File: config.mk
export PLATFORM = sky130hd
export DESIGN_NAME = ring_freq_meter
export DESIGN_NICKNAME = d
export VERILOG_FILES = /design/src/rtl/ring_freq_meter_pkg.sv /design/src/rtl/sync_edge_det.sv /design/src/rtl/ring_freq_meter.sv
export SDC_FILE = /design/constraint.sdc
export NUM_CORES = 1
export LEC_CHECK = 0
export CAP_MARGIN = 40
export CELL_PAD_IN_SITES_DETAIL_PLACEMENT = 2
export CELL_PAD_IN_SITES_GLOBAL_PLACEMENT = 2
export CORE_AREA = 3 3 93 95
export DETAILED_ROUTE_END_ITERATION = 6
export DIE_AREA = 0 0 96 98
export GPL_TIMING_DRIVEN = 0
export PLACE_DENSITY_LB_ADDON = 0.1
export SYNTH_ARGS = -nofsm -noshare
export SYNTH_HDL_FRONTEND = slang
export SYNTH_SLANG_ARGS = --single-unit
File: constraint.sdc
create_clock -name clk -period 2.27 [get_ports clk]
set_input_delay 0.3405 -clock clk [delete_from_list [all_inputs] [get_ports clk]]
set_output_delay 0.3405 -clock clk [all_outputs]
set_load 0.02 [all_outputs]
File: src/rtl/ring_freq_meter_pkg.sv
// Shared types and constants for the ring-oscillator frequency meter.
// Build option: FREQ_METER_PERIOD_EN adds period measurement (ARM/MEAS states).
package ring_freq_meter_pkg;

  localparam int unsigned TAP_COUNT = 8;

  typedef enum logic [2:0] {
    IDLE,
    SETTLE,
    GATE,
    ARM,
    MEAS,
    DONE
  } fm_state_t;

  // Cycles spent flushing the synchroniser after a tap change.
  function automatic int unsigned settle_len(input int unsigned sync_stages);
    return sync_stages + 1;
  endfunction

endpackage

File: src/rtl/sync_edge_det.sv
// Synchroniser chain for one asynchronous tap, plus previous-value flop
// and a rising-edge flag (sync high while the delayed copy is still low).
module sync_edge_det #(
  parameter int unsigned SYNC_STAGES = 2
) (
  input  logic clk,
  input  logic rst,
  input  logic din,
  output logic rise
);

  logic [SYNC_STAGES-1:0] chain;
  logic                   prev;

  // Shift the tap through the synchroniser and keep one extra delayed copy.
  always_ff @(posedge clk or posedge rst) begin
    if (rst) begin
      chain <= '0;
      prev  <= 1'b0;
    end else begin
      chain <= {chain[SYNC_STAGES-2:0], din};
      prev  <= chain[SYNC_STAGES-1];
    end
  end

  // Rising edge seen at the synchroniser output.
  always_comb begin
    rise = chain[SYNC_STAGES-1] & ~prev;
  end

endmodule

File: src/rtl/ring_freq_meter.sv
// Frequency meter for one tap of the ring-oscillator divider chain.
// Counts synchronised rising edges over a GATE_CYCLES window.
// Build option: FREQ_METER_PERIOD_EN adds the mode port and period measurement.
module ring_freq_meter
  import ring_freq_meter_pkg::*;
#(
  parameter int unsigned GATE_CYCLES = 1000,
  parameter int unsigned CNT_W       = 16,
  parameter int unsigned SYNC_STAGES = 2
) (
  input  logic                 clk,
  input  logic                 rst,
  input  logic [TAP_COUNT-1:0] taps,
  input  logic [2:0]           sel,
  input  logic                 start,
`ifdef FREQ_METER_PERIOD_EN
  input  logic                 mode,
`endif
  output logic                 busy,
  output logic [CNT_W-1:0]     count,
  output logic                 valid,
  output logic                 ovf
);

  localparam int unsigned SETTLE_LEN = settle_len(SYNC_STAGES);
  localparam int unsigned TMR_W      = $clog2(GATE_CYCLES + 1);
  localparam int unsigned SET_W      = $clog2(SETTLE_LEN + 1);
  localparam logic [CNT_W-1:0] CNT_MAX = '1;

  fm_state_t        state, state_next;
  logic [2:0]       sel_q;
  logic [CNT_W-1:0] cnt_q, cnt_d;
  logic             ovf_q, ovf_d;
  logic [TMR_W-1:0] tmr_q, tmr_d;
  logic [SET_W-1:0] set_q, set_d;
  logic             rise;
`ifdef FREQ_METER_PERIOD_EN
  logic             mode_q;
`endif

  sync_edge_det #(
    .SYNC_STAGES(SYNC_STAGES)
  ) u_sync (
    .clk (clk),
    .rst (rst),
    .din (taps[sel_q]),
    .rise(rise)
  );

  // State register.
  always_ff @(posedge clk or posedge rst) begin
    if (rst) state <= IDLE;
    else     state <= state_next;
  end

  // Next-state decode.
  always_comb begin
    state_next = state;
    case (state)
      IDLE:   if (start) state_next = SETTLE;
      SETTLE: if (set_q == SET_W'(SETTLE_LEN - 1)) begin
`ifdef FREQ_METER_PERIOD_EN
                state_next = mode_q ? ARM : GATE;
`else
                state_next = GATE;
`endif
              end
      GATE:   if (tmr_q == TMR_W'(GATE_CYCLES - 1)) state_next = DONE;
`ifdef FREQ_METER_PERIOD_EN
      ARM:    if (rise) state_next = MEAS;
              else if (cnt_q == CNT_MAX) state_next = DONE;
      MEAS:   if (cnt_q == CNT_MAX || rise) state_next = DONE;
`endif
      DONE:   state_next = IDLE;
      default: state_next = IDLE;
    endcase
  end

  // Status outputs decoded from the state.
  always_comb begin
    busy  = (state != IDLE);
    valid = (state == DONE);
  end

  // Edge counter, window timer and settle timer updates.
  always_comb begin
    cnt_d = cnt_q;
    ovf_d = ovf_q;
    tmr_d = tmr_q;
    set_d = set_q;
    case (state)
      IDLE: if (start) begin
              cnt_d = '0;
              ovf_d = 1'b0;
              tmr_d = '0;
              set_d = '0;
            end
      SETTLE: set_d = set_q + 1'b1;
      GATE: begin
        tmr_d = tmr_q + 1'b1;
        if (rise) begin
          if (cnt_q == CNT_MAX) ovf_d = 1'b1;
          else                  cnt_d = cnt_q + 1'b1;
        end
      end
`ifdef FREQ_METER_PERIOD_EN
      // ARM also counts clk cycles so a dead tap still terminates.
      ARM: begin
        if (rise)                 cnt_d = '0;
        else if (cnt_q == CNT_MAX) ovf_d = 1'b1;
        else                      cnt_d = cnt_q + 1'b1;
      end
      // Counting includes the cycle of the closing edge, so count == period.
      MEAS: begin
        if (cnt_q == CNT_MAX) ovf_d = 1'b1;
        else                  cnt_d = cnt_q + 1'b1;
      end
`endif
      default: ;
    endcase
  end

  // Datapath registers; results are published on entry to DONE so that
  // count/ovf are already stable during the valid cycle.
  always_ff @(posedge clk or posedge rst) begin
    if (rst) begin
      sel_q  <= '0;
`ifdef FREQ_METER_PERIOD_EN
      mode_q <= 1'b0;
`endif
      cnt_q  <= '0;
      ovf_q  <= 1'b0;
      tmr_q  <= '0;
      set_q  <= '0;
      count  <= '0;
      ovf    <= 1'b0;
    end else begin
      if (state == IDLE && start) begin
        sel_q  <= sel;
`ifdef FREQ_METER_PERIOD_EN
        mode_q <= mode;
`endif
      end
      cnt_q <= cnt_d;
      ovf_q <= ovf_d;
      tmr_q <= tmr_d;
      set_q <= set_d;
      if (state != DONE && state_next == DONE) begin
        count <= cnt_d;
        ovf   <= ovf_d;
      end
    end
  end

endmodule

Word-level counts from Yosys, hierarchy flattened:

Cells that the tools add are included.

* add/subtract/negate cells: 3
* $lt $le $gt $ge: 1
* equal/unequal tests: 9
* muxes and demuxes: 18
* bitwise gates (word level): 2
* reduce and logical (&&, ||, !) cells: 8

Operators by type and width (number)
* $mux W16: 3
* $pmux W16 S2: 1
* $pmux W10 S2: 1
* $add A16 B1 Y16 const B: 1
* $eq A16 B16 Y1 const B: 1
* $add A10 B1 Y10 const B: 1
* $eq A10 B10 Y1 const B: 1
* $mux W10: 1
* $mux W3: 3
* $pmux W3 S3: 1
* $eq A3 B3 Y1 const B: 2
* $lt A3 B4 Y1 const B: 1
* $mux W1: 4
* $pmux W2 S2: 1
* $reduce_and A2 Y1: 2
* $reduce_bool A2 Y1: 2
* $bmux W1 S3: 1
* $eq A3 B1 Y1 const B: 1
* $eq A3 B2 Y1 const B: 1
* $logic_not A3 Y1: 1
* $ne A3 B3 Y1 const B: 1
* $reduce_bool A3 Y1: 1
* $add A2 B1 Y2 const B: 1
* $eq A2 B2 Y1 const B: 1
* 6 further kinds: 7

* flip-flop bits (word level): 55
* input bits: 14
* output and inout bits: 19

Depth between registers and ports, before layout:

Gate-level depths: netlist of run 1.

* word-level depth: 5
* mapped depth: 8

Cells and area by module:

Synthesis of run 1 repeated with hierarchy kept, for this count alone.

* cells, all modules: 269
* area, all modules: 2732.6 um2

Modules (own cells, without submodules)
* ring_freq_meter: times used 1, cells an instance 264, area each 2640.0 um2
* sync_edge_det: times used 1, cells an instance 5, area each 92.6 um2

Worst setup path after synthesis of run 1:

Ideal clock, no wire load.

* path kind: reg-to-reg
* start: register cnt_q[0]
* end: register count[1]
* arrival: 1.851 ns
* path slack: 0.277 ns
* cell stages (with the launch flop): 7
* buffers on the path: 0
* path through: dfrtp_1 > ha_1 > nand4_1 > or4_1 > a31o_2 > o41ai_1 > mux2i_1

* word-level cells in the longest chain between the ends: 4

Ends and longest elaborated chain
* from (decl): RTL line ring_freq_meter.sv:32 `logic [CNT_W-1:0] cnt_q, cnt_d;`
* from (signal assigned): RTL line ring_freq_meter.sv:144 `cnt_q <= cnt_d;`
* $add A16 B1 Y16 / $eq A16 B16 Y1 (equally long branches): RTL line ring_freq_meter.sv:103, ring_freq_meter.sv:102
* $mux W16 *: RTL line ring_freq_meter.sv:102 `if (cnt_q == CNT_MAX) ovf_d = 1'b1;`
* $mux W16 *: RTL line ring_freq_meter.sv:101 `if (rise) begin`
* $pmux W16 S2 *: RTL line ring_freq_meter.sv:91 `case (state)`
* to (signal assigned): RTL line ring_freq_meter.sv:149 `count <= cnt_d;`
* to (decl): RTL line ring_freq_meter.sv:20 `output logic [CNT_W-1:0] count,`

Every way passes the cells marked *; elsewhere a longest branch is shown, timed or not.
A chain may end at the register's enable or synchronous reset.

Worst setup path in the final report of run 1:

* start: input start
* end: register count[4]

RTL lines
* from (decl): RTL line ring_freq_meter.sv:15 `input logic start,`
* $mux W16: RTL line ring_freq_meter.sv:92 `IDLE: if (start) begin`
* $pmux W16 S2: RTL line ring_freq_meter.sv:91
* net cnt_d[4]: RTL line ring_freq_meter.sv:32

The timed path passes the listed nets, and every way through them passes these cells.

==> metrics.txt, run 1 <==
# TYPE chip_impl_metric gauge
chip_impl_info{name="outcome",value="complete, no violations"} 1
chip_impl_metric{name="required",unit="ns"} 2.48
chip_impl_metric{name="drt.antenna.violating_nets",unit=""} 0
chip_impl_metric{name="syn_to_final_growth",unit="%"} 23.6
chip_impl_metric{name="path_clk_slew",unit="ns"} 0.10
chip_impl_metric{name="residual_drc_count",unit=""} 0
chip_impl_metric{name="critPathMaxStageDelay",unit="ns"} 0.68
chip_impl_metric{name="power_leakage",unit="nW"} 1.41
chip_impl_metric{name="postSynthAreaPerCell",unit="µm²"} 9.96
chip_impl_metric{name="insertion_delay",unit="ns"} 0.31
chip_impl_metric{name="num-fill-cells",unit=""} 862
chip_impl_metric{name="vias",unit=""} 2324
chip_impl_info{name="path_delay_family",value="buffers and inverters"} 1
chip_impl_metric{name="vias_in_the_first_global_route",unit=""} 2570
chip_impl_metric{name="largest_net_degree_at_the_start_of_global_routing",unit=""} 33
chip_impl_metric{name="finalWeightedCongestion",unit=""} 0.753
chip_impl_metric{name="finalClockSkew",unit="ns"} 0.00618
chip_impl_metric{name="cts_inserted_buffers",unit=""} 5
chip_impl_info{name="critical_path.slowest_cell",value="sky130_fd_sc_hd__or4b_2"} 1
chip_impl_metric{name="async_reset_ff_frac",unit=""} 1.00
chip_impl_metric{name="cp_bufs_invs",unit=""} 2
chip_impl_metric{name="report.final.slew_viol_count",unit=""} 0
chip_impl_metric{name="sequential_cell_area",unit="µm²"} 1380
chip_impl_metric{name="diodes",unit=""} 0
chip_impl_metric{name="die_width",unit="µm"} 96
chip_impl_info{name="crit_chain",value="clkdlybuf4s50_1 -> or4b_2 -> buf_2 -> o211ai_1 -> o21ai_0 -> mux2_2"} 1
chip_impl_info{name="leading_cell_types_in_the_layout_fill_and_taps_excluded",value="sky130_fd_sc_hd__dfrtp_1 (55), sky130_fd_sc_hd__nand2_1 (41), sky130_fd_sc_hd__clkdlybuf4s50_1 (31)"} 1
chip_impl_metric{name="clock_path_buffers",unit=""} 2
chip_impl_metric{name="wl",unit="µm"} 7820
chip_impl_info{name="critPathKind",value="input pin to flip-flop"} 1
chip_impl_metric{name="worstMarginPinSlew",unit="ns"} 0.707
chip_impl_info{name="worst_r2r_startpoint",value="tmr_q[0]"} 1
chip_impl_metric{name="power-per-cell-area",unit="nW/µm²"} 729
chip_impl_metric{name="crit_fanout",unit=""} 10
chip_impl_metric{name="gr-usage-all-layers",unit=""} 0.183
chip_impl_metric{name="pin_count",unit=""} 33
chip_impl_metric{name="number_of_antenna_violations_at_the_first_check_in_global_routing",unit=""} 0
chip_impl_metric{name="avgViaCountPerCell",unit=""} 5.48
chip_impl_metric{name="finalHoldViolations",unit=""} 0
chip_impl_info{name="clock_tree.root_cell",value="sky130_fd_sc_hd__clkbuf_8"} 1
chip_impl_metric{name="synth_sequential_area_ratio",unit=""} 0.504
chip_impl_info{name="predominant_post_synthesis_flop_cell",value="sky130_fd_sc_hd__dfrtp_1"} 1
chip_impl_metric{name="cts_num_sinks",unit=""} 55
chip_impl_metric{name="synth_edf_count",unit=""} 0
chip_impl_metric{name="cts_hold_buf",unit=""} 0
chip_impl_metric{name="timing.setup.tns",unit="ns"} 0
chip_impl_metric{name="fin_util",unit=""} 0.432
chip_impl_metric{name="detailed_place_hpwl",unit="µm"} 5550
chip_impl_metric{name="netlist_area",unit="µm²"} 2730
chip_impl_info{name="holdCritStartpoint",value="u_sync.chain[0]"} 1
chip_impl_metric{name="max_cap_violations",unit=""} 0
chip_impl_metric{name="min_period",unit="ns"} 2.14
chip_impl_metric{name="multi_input_gate_area",unit="µm²"} 1270
chip_impl_metric{name="synth_cells",unit=""} 274
chip_impl_info{name="crit_path_end_kind",value="flip-flop"} 1
chip_impl_metric{name="drt_pass1_iterations",unit=""} 4
chip_impl_metric{name="max-vdd-ir-drop",unit="mV"} 0.291
chip_impl_metric{name="floorplan.rows",unit=""} 32
chip_impl_metric{name="first_pass_grt_wire_length",unit="µm"} 13400
chip_impl_metric{name="die_area",unit="µm²"} 9410
chip_impl_metric{name="period_share",unit=""} 0.941
chip_impl_metric{name="layout-drive-gt1-share",unit=""} 0.155
chip_impl_metric{name="critical_path_arrival",unit="ns"} 2.34
chip_impl_metric{name="globalRoute.totalOverflow",unit=""} 0
chip_impl_metric{name="power.total",unit="mW"} 2.46
chip_impl_metric{name="yosysWarningCount",unit=""} 0
chip_impl_metric{name="synth_fp_nets",unit=""} 291
chip_impl_metric{name="buffer_ports.inserted",unit=""} 32
chip_impl_metric{name="setup_viol_count_final",unit=""} 0
chip_impl_metric{name="ys_ff_latch",unit=""} 55
chip_impl_metric{name="fp.dieH",unit="µm"} 98
chip_impl_info{name="start_kind",value="input pin"} 1
chip_impl_info{name="critical_path.startpoint",value="start"} 1
chip_impl_metric{name="initial_core_util",unit=""} 0.350
chip_impl_metric{name="design.core.area",unit="µm²"} 7810
chip_impl_metric{name="slew-limit-headroom",unit=""} 0.525
chip_impl_info{name="min_path_type",value="flip-flop to flip-flop"} 1
chip_impl_metric{name="routedWlPerCell",unit="µm"} 18.4
chip_impl_info{name="layout.cells.most_common",value="sky130_fd_sc_hd__dfrtp_1"} 1
chip_impl_metric{name="initialDrtViolationCount",unit=""} 73
chip_impl_info{name="tritoncts_clock_tree",value="done"} 1
chip_impl_metric{name="synth_cell_type_count",unit=""} 50
chip_impl_metric{name="achievable-frequency",unit="MHz"} 468
chip_impl_metric{name="cts-htree-levels",unit=""} 2
chip_impl_metric{name="num-nets-final",unit=""} 339
chip_impl_info{name="rsz_0062_raised_after_global_routing",value="no"} 1
## worst reg2reg max path, cell delays in order (launching register included)
cell and delay, ns:
sky130_fd_sc_hd__dfrtp_1 0.41, sky130_fd_sc_hd__ha_1 0.26, sky130_fd_sc_hd__nand2_1 0.12, sky130_fd_sc_hd__or4_4 0.54, sky130_fd_sc_hd__nor2_4 0.14, sky130_fd_sc_hd__buf_12 0.14, sky130_fd_sc_hd__buf_4 0.12, sky130_fd_sc_hd__mux2_4 0.29
## final timing paths
kind	end	slack (ns)	depth (start not counted)
setup / recovery	count[4]	0.13	6
hold / removal	u_sync.chain[1]	0.36	0
setup reg to reg	count[3]	0.15	7
hold reg to reg	u_sync.chain[1]	0.36	0
max in group asynchronous	count[12]	1.31	3
min in group asynchronous	count[8]	0.39	2
## cells by family (layout without fill, tap and decap cells)
kind of cell             after synthesis  after routing  share of synthesized area
XOR/XNOR                               1              1                    0.00321
buffers and inverters                 19             67                     0.0348
AND/OR/NAND/NOR                      127            127                      0.249
AO/OA/AOI/OAI                         53             53                      0.122
multiplexers                          16             16                     0.0729
adder cells (fa/ha/maj)                3              3                     0.0138
flip-flops                            55             55                      0.504
## synth_stat cells (2+ instances only)
cell type                   n  share of area
sky130_fd_sc_hd__dfrtp_1   55           0.50
sky130_fd_sc_hd__nand2_1   41          0.056
sky130_fd_sc_hd__nor2_1    24          0.033
sky130_fd_sc_hd__nand3_1   15          0.027
sky130_fd_sc_hd__o21ai_0   15          0.027
sky130_fd_sc_hd__a21oi_1    9          0.016
sky130_fd_sc_hd__a31oi_1    9          0.021
sky130_fd_sc_hd__mux2_2     7          0.029
sky130_fd_sc_hd__nand4_1    7          0.016
sky130_fd_sc_hd__clkbuf_1   6         0.0082
sky130_fd_sc_hd__inv_1      6         0.0082
sky130_fd_sc_hd__mux2i_1    6          0.022
sky130_fd_sc_hd__nor3_1     6          0.011
sky130_fd_sc_hd__o211ai_1   6          0.016
sky130_fd_sc_hd__or4_1      5          0.014
sky130_fd_sc_hd__nand3b_1   4          0.011
sky130_fd_sc_hd__buf_2      3         0.0055
sky130_fd_sc_hd__ha_1       3          0.014
sky130_fd_sc_hd__or3_1      3         0.0069
sky130_fd_sc_hd__a31o_2     2         0.0064
sky130_fd_sc_hd__and3_1     2         0.0046
sky130_fd_sc_hd__buf_6      2         0.0082
sky130_fd_sc_hd__mux4_2     2          0.016
sky130_fd_sc_hd__nand2b_1   2         0.0046
sky130_fd_sc_hd__nand4b_1   2         0.0064
sky130_fd_sc_hd__nor3b_1    2         0.0055
sky130_fd_sc_hd__nor4_1     2         0.0046
sky130_fd_sc_hd__nor4_4     2          0.016
sky130_fd_sc_hd__o21a_1     2         0.0055
sky130_fd_sc_hd__o21ai_1    2         0.0037
sky130_fd_sc_hd__o31a_1     2         0.0064
sky130_fd_sc_hd__or2_2      2         0.0046
## per-layer routing
layer	wire (µm)	vias to the layer above	global-route usage
met5	0	-	0
met4	87	0	0.0438
met3	147	6	0.0285
met2	4120	22	0.307
met1	3470	1214	0.244
li1	-	1082	-
## final cells by class
type / instances / share of cell area
clock buffers: 6 / 0.0245
well taps: 102 / 0.0378
inverters: 6 / 0.00667
multi-input cells: 200 / 0.375
plain buffers: 13 / 0.0234
flip-flops and latches: 55 / 0.408
clock inverters: 1 / 0.00148
repair buffers: 41 / 0.123
## what timing repair did
action,CTS,global route
buffers inserted,8,0
gates resized for setup,1,9
pin swaps,1,0
setup endpoints to repair,20,16
## sequential cells by signal, summed over array words and instances (netlist names)
signal	flops
cnt_q	16
count	16
ovf	1
ovf_q	1
sel_q	3
set_q	2
state	3
tmr_q	10
u_sync.chain	2
u_sync.prev	1
## power breakdown
| part | internal, mW | switching (mW) | total [mW] |
|---|---|---|---|
| Combinational | 0.242 | 0.385 | 0.627 |
| Clock | 0.241 | 0.325 | 0.566 |
| Sequential | 1.11 | 0.160 | 1.27 |
## per-stage QoR
stage | hold WS (ns) | setup slack, ns | cells | area, µm²
6_report | 0.360 | 0.134 | 424 | 3380
5_1_grt | 0.372 | 0.0131 | 424 | 3380
4_1_cts | 0.363 | 0.00764 | 424 | 3360
3_5_place_dp | 0.339 | -0.299 | 409 | 3200
3_3_place_gp | 0.335 | -0.569 | 408 | 3180
2_1_floorplan | 0.331 | 0.277 | 274 | 2730
Power figures use the tool's default switching activity.
==> inputs of run 2 (changes only) <==
ABC_AREA = 1   (was default)
CORE_AREA = 3 3 97 99   (was 3 3 93 95)
DIE_AREA = 0 0 100 102   (was 0 0 96 98)
clock period = 2 ns   (was 2.27 ns; I/O delays follow)
==> metrics.txt, run 2 <==
# TYPE chip_impl_metric gauge
chip_impl_info{name="outcome",value="complete, no violations"} 1
chip_impl_metric{name="die_area",unit="µm²"} 10200
chip_impl_metric{name="synth_sequential_area_ratio",unit=""} 0.469
chip_impl_metric{name="cts-htree-levels",unit=""} 2
chip_impl_metric{name="r2r.worst_path.cells",unit=""} 10
chip_impl_metric{name="cts_num_sinks",unit=""} 55
chip_impl_metric{name="diodes",unit=""} 0
chip_impl_metric{name="report.final.slew_viol_count",unit=""} 0
chip_impl_metric{name="buffer_ports.inserted",unit=""} 32
chip_impl_metric{name="netlist_area",unit="µm²"} 2930
chip_impl_metric{name="syn_to_final_growth",unit="%"} 20.5
chip_impl_metric{name="synth_edf_count",unit=""} 0
chip_impl_info{name="reg.largest.list",value="cnt_q x16, count x16, tmr_q x10"} 1
chip_impl_metric{name="largest_net_degree_at_the_start_of_global_routing",unit=""} 37
chip_impl_metric{name="num-nets-final",unit=""} 414
chip_impl_metric{name="yosysWarningCount",unit=""} 0
chip_impl_info{name="synth.area.top_cells",value="sky130_fd_sc_hd__dfrtp_1 (47%), sky130_fd_sc_hd__nand2_1 (14%), sky130_fd_sc_hd__nand3_1 (5.1%)"} 1
chip_impl_metric{name="path_clk_slew",unit="ns"} 0.10
chip_impl_metric{name="synth_cells",unit=""} 354
chip_impl_metric{name="floorplan.rows",unit=""} 34
chip_impl_metric{name="cts_hold_buf",unit=""} 0
chip_impl_info{name="crit_path_end_kind",value="output port"} 1
chip_impl_info{name="critical_path.startpoint",value="state[0]"} 1
chip_impl_metric{name="drt.antenna.violating_nets",unit=""} 0
chip_impl_metric{name="max_cap_violations",unit=""} 0
chip_impl_metric{name="setup_viol_count_final",unit=""} 0
chip_impl_metric{name="layout-drive-gt1-share",unit=""} 0.151
chip_impl_metric{name="postSynthAreaPerCell",unit="µm²"} 8.28
chip_impl_metric{name="worstMarginPinSlew",unit="ns"} 0.475
chip_impl_metric{name="detailed_place_hpwl",unit="µm"} 6250
chip_impl_info{name="worst_r2r_startpoint",value="cnt_q[1]"} 1
chip_impl_metric{name="fp.dieH",unit="µm"} 102
chip_impl_metric{name="finalWeightedCongestion",unit=""} 0.771
chip_impl_metric{name="critical_path_arrival",unit="ns"} 1.57
chip_impl_metric{name="period_share",unit=""} 0.934
chip_impl_metric{name="postLayoutSetupSlackWorst",unit="ns"} 0.132
chip_impl_metric{name="pin_count",unit=""} 33
chip_impl_metric{name="finish.cell_count_without_fillers",unit=""} 506
chip_impl_info{name="yosysTopAreaCell",value="sky130_fd_sc_hd__dfrtp_1"} 1
chip_impl_metric{name="async_reset_ff_frac",unit=""} 1.00
chip_impl_metric{name="slew-limit-headroom",unit=""} 0.683
chip_impl_info{name="synth.top_cells.by_count",value="sky130_fd_sc_hd__nand2_1 (107), sky130_fd_sc_hd__dfrtp_1 (55), sky130_fd_sc_hd__inv_1 (39), sky130_fd_sc_hd__nand3_1 (30), sky130_fd_sc_hd__nor2_1 (22)"} 1
chip_impl_metric{name="die_width",unit="µm"} 100
chip_impl_metric{name="synth_fp_nets",unit=""} 371
chip_impl_metric{name="proportion_of_netlist_area_held_by_the_largest_area_contributor",unit=""} 0.469
chip_impl_metric{name="cts_inserted_buffers",unit=""} 5
chip_impl_metric{name="min_period",unit="ns"} 1.87
chip_impl_info{name="start_kind",value="flip-flop"} 1
chip_impl_metric{name="rrSetupSlack",unit="ns"} 0.23
chip_impl_metric{name="insertion_delay",unit="ns"} 0.33
chip_impl_metric{name="num-fill-cells",unit=""} 999
chip_impl_metric{name="routedWlPerCell",unit="µm"} 16.1
chip_impl_info{name="critPathKind",value="flip-flop to output port"} 1
chip_impl_metric{name="avgViaCountPerCell",unit=""} 4.95
chip_impl_metric{name="required",unit="ns"} 1.70
chip_impl_metric{name="number_of_antenna_violations_at_the_first_check_in_global_routing",unit=""} 0
chip_impl_metric{name="drt_pass1_iterations",unit=""} 4
chip_impl_metric{name="initialDrtViolationCount",unit=""} 73
chip_impl_metric{name="first_pass_grt_wire_length",unit="µm"} 13900
chip_impl_metric{name="power-per-cell-area",unit="nW/µm²"} 939
chip_impl_metric{name="vias_in_the_first_global_route",unit=""} 2765
chip_impl_info{name="predominant_post_synthesis_flop_cell",value="sky130_fd_sc_hd__dfrtp_1"} 1
chip_impl_metric{name="finalHoldViolations",unit=""} 0
chip_impl_metric{name="synth_cell_type_count",unit=""} 37
chip_impl_metric{name="achievable-frequency",unit="MHz"} 535
chip_impl_info{name="rsz_0062_raised_after_global_routing",value="no"} 1
chip_impl_info{name="layout.cells.most_common",value="sky130_fd_sc_hd__nand2_1"} 1
chip_impl_metric{name="max-vdd-ir-drop",unit="mV"} 0.474
chip_impl_metric{name="power_leakage",unit="nW"} 1.64
chip_impl_info{name="leading_cell_types_in_the_layout_fill_and_taps_excluded",value="sky130_fd_sc_hd__nand2_1 (106), sky130_fd_sc_hd__dfrtp_1 (55), sky130_fd_sc_hd__inv_1 (38)"} 1
chip_impl_metric{name="design.core.area",unit="µm²"} 8640
chip_impl_metric{name="ys_ff_latch",unit=""} 55
chip_impl_metric{name="clock_path_buffers",unit=""} 2
chip_impl_metric{name="crit_fanout",unit=""} 3
chip_impl_info{name="clock_tree.root_cell",value="sky130_fd_sc_hd__clkbuf_8"} 1
chip_impl_info{name="count_leader_synth",value="sky130_fd_sc_hd__nand2_1"} 1
chip_impl_metric{name="vias",unit=""} 2503
chip_impl_info{name="worst_r2r_endpoint",value="count[5]"} 1
chip_impl_metric{name="initial_core_util",unit=""} 0.340
chip_impl_metric{name="wl",unit="µm"} 8140
chip_impl_metric{name="finalClockSkew",unit="ns"} 0.0174
chip_impl_metric{name="dpl_worst_slack",unit="ns"} 0.103
chip_impl_metric{name="dp_cells",unit=""} 495
chip_impl_metric{name="residual_drc_count",unit=""} 0
chip_impl_info{name="tritoncts_clock_tree",value="done"} 1
chip_impl_metric{name="globalRoute.totalOverflow",unit=""} 0
chip_impl_metric{name="gr-usage-all-layers",unit=""} 0.175
chip_impl_info{name="min_path_type",value="input pin to asynchronous set/reset pin"} 1
-- run 2: changes by cell type in the layout (fill, tap and decap cells not counted), moves of 6 or more --
| cell | change |
|---|---|
| sky130_fd_sc_hd__mux2i_1 | -6 |
| sky130_fd_sc_hd__inv_1 | +33 |
| sky130_fd_sc_hd__mux2_2 | -6 |
| sky130_fd_sc_hd__o21ai_1 | +7 |
| sky130_fd_sc_hd__nand3_1 | +15 |
| sky130_fd_sc_hd__a31oi_1 | -9 |
| sky130_fd_sc_hd__nand2_2 | +7 |
| sky130_fd_sc_hd__nor2_2 | +8 |
| sky130_fd_sc_hd__nand2_1 | +65 |
-- run 2: worst max-delay path by stage --
stage	to
after global placement	count[13]
final	busy
after detailed placement	count[7]
after CTS	valid
after global routing	count[7]
after floorplan	cnt_q[0]
-- run 2: worst max-delay path, stage by stage (launching register included) --
cell and delay [ns]:
sky130_fd_sc_hd__dfrtp_1 0.44, sky130_fd_sc_hd__nor2_4 0.21, sky130_fd_sc_hd__nand2_1 0.07, sky130_fd_sc_hd__clkdlybuf4s50_1 0.54
-- run 2: power breakdown --
group	switching, mW	internal (mW)	total, mW
clock	0.401	0.284	0.685
combinational	0.695	0.451	1.15
sequential	0.162	1.32	1.49
total	1.26	2.06	3.32
-- run 2: per-layer routing --
layer	vias to the layer above	part of all wire	wire length [µm]	GRT usage
met2	30	0.49	4030	0.300
li1	1215	-	-	-
met1	1249	0.47	3810	0.231
met3	9	0.023	184	0.0266
met4	0	0.015	119	0.0497
met5	-	0	0	0
-- run 2: kinds of logic (layout without fill, tap and decap cells) --
kind of cell    count (synthesis)  count (layout)  share of synthesized area
compound gates                 36              36                     0.0823
fa+ha+maj                       3               3                     0.0128
buf+inv                        52              96                     0.0764
flops                          55              55                      0.469
simple gates                  207             207                      0.355
mux                             1               1                    0.00384
-- run 2: area by class of cell --
class,count,area [µm²],share of cell area
sequential,55,1380,0.389
multi-input combinational,247,1340,0.378
timing repair buffer,36,365,0.103
inverter,47,178,0.0503
tap,108,135,0.0382
clock buffer,6,82.6,0.0234
buffer,5,46.3,0.0131
clock inverter,2,16.3,0.00460
-- run 2: stage by stage --
step / hold WS, ns / cell area, µm² / setup TNS [ns] / power, mW / utilization
detailed placement: 0.360 / 3410 / 0 / 2.68 / 0.395
floorplan: 0.331 / 2930 / 0 / 2.22 / -
global placement: 0.332 / 3390 / -45.86 / 2.61 / 0.392
finish: 0.305 / 3530 / 0 / 3.32 / 0.409
CTS: 0.319 / 3510 / 0 / 3.39 / 0.406
global route: 0.338 / 3530 / 0 / 3.57 / 0.409
-- run 2: timing repair --
item / 4_1_cts / 5_1_grt
gates resized for setup: 0 / 2
setup endpoints to repair: 0 / 13
endpoints found under the hold margin: 0 / 0
setup buffers: 0 / 3
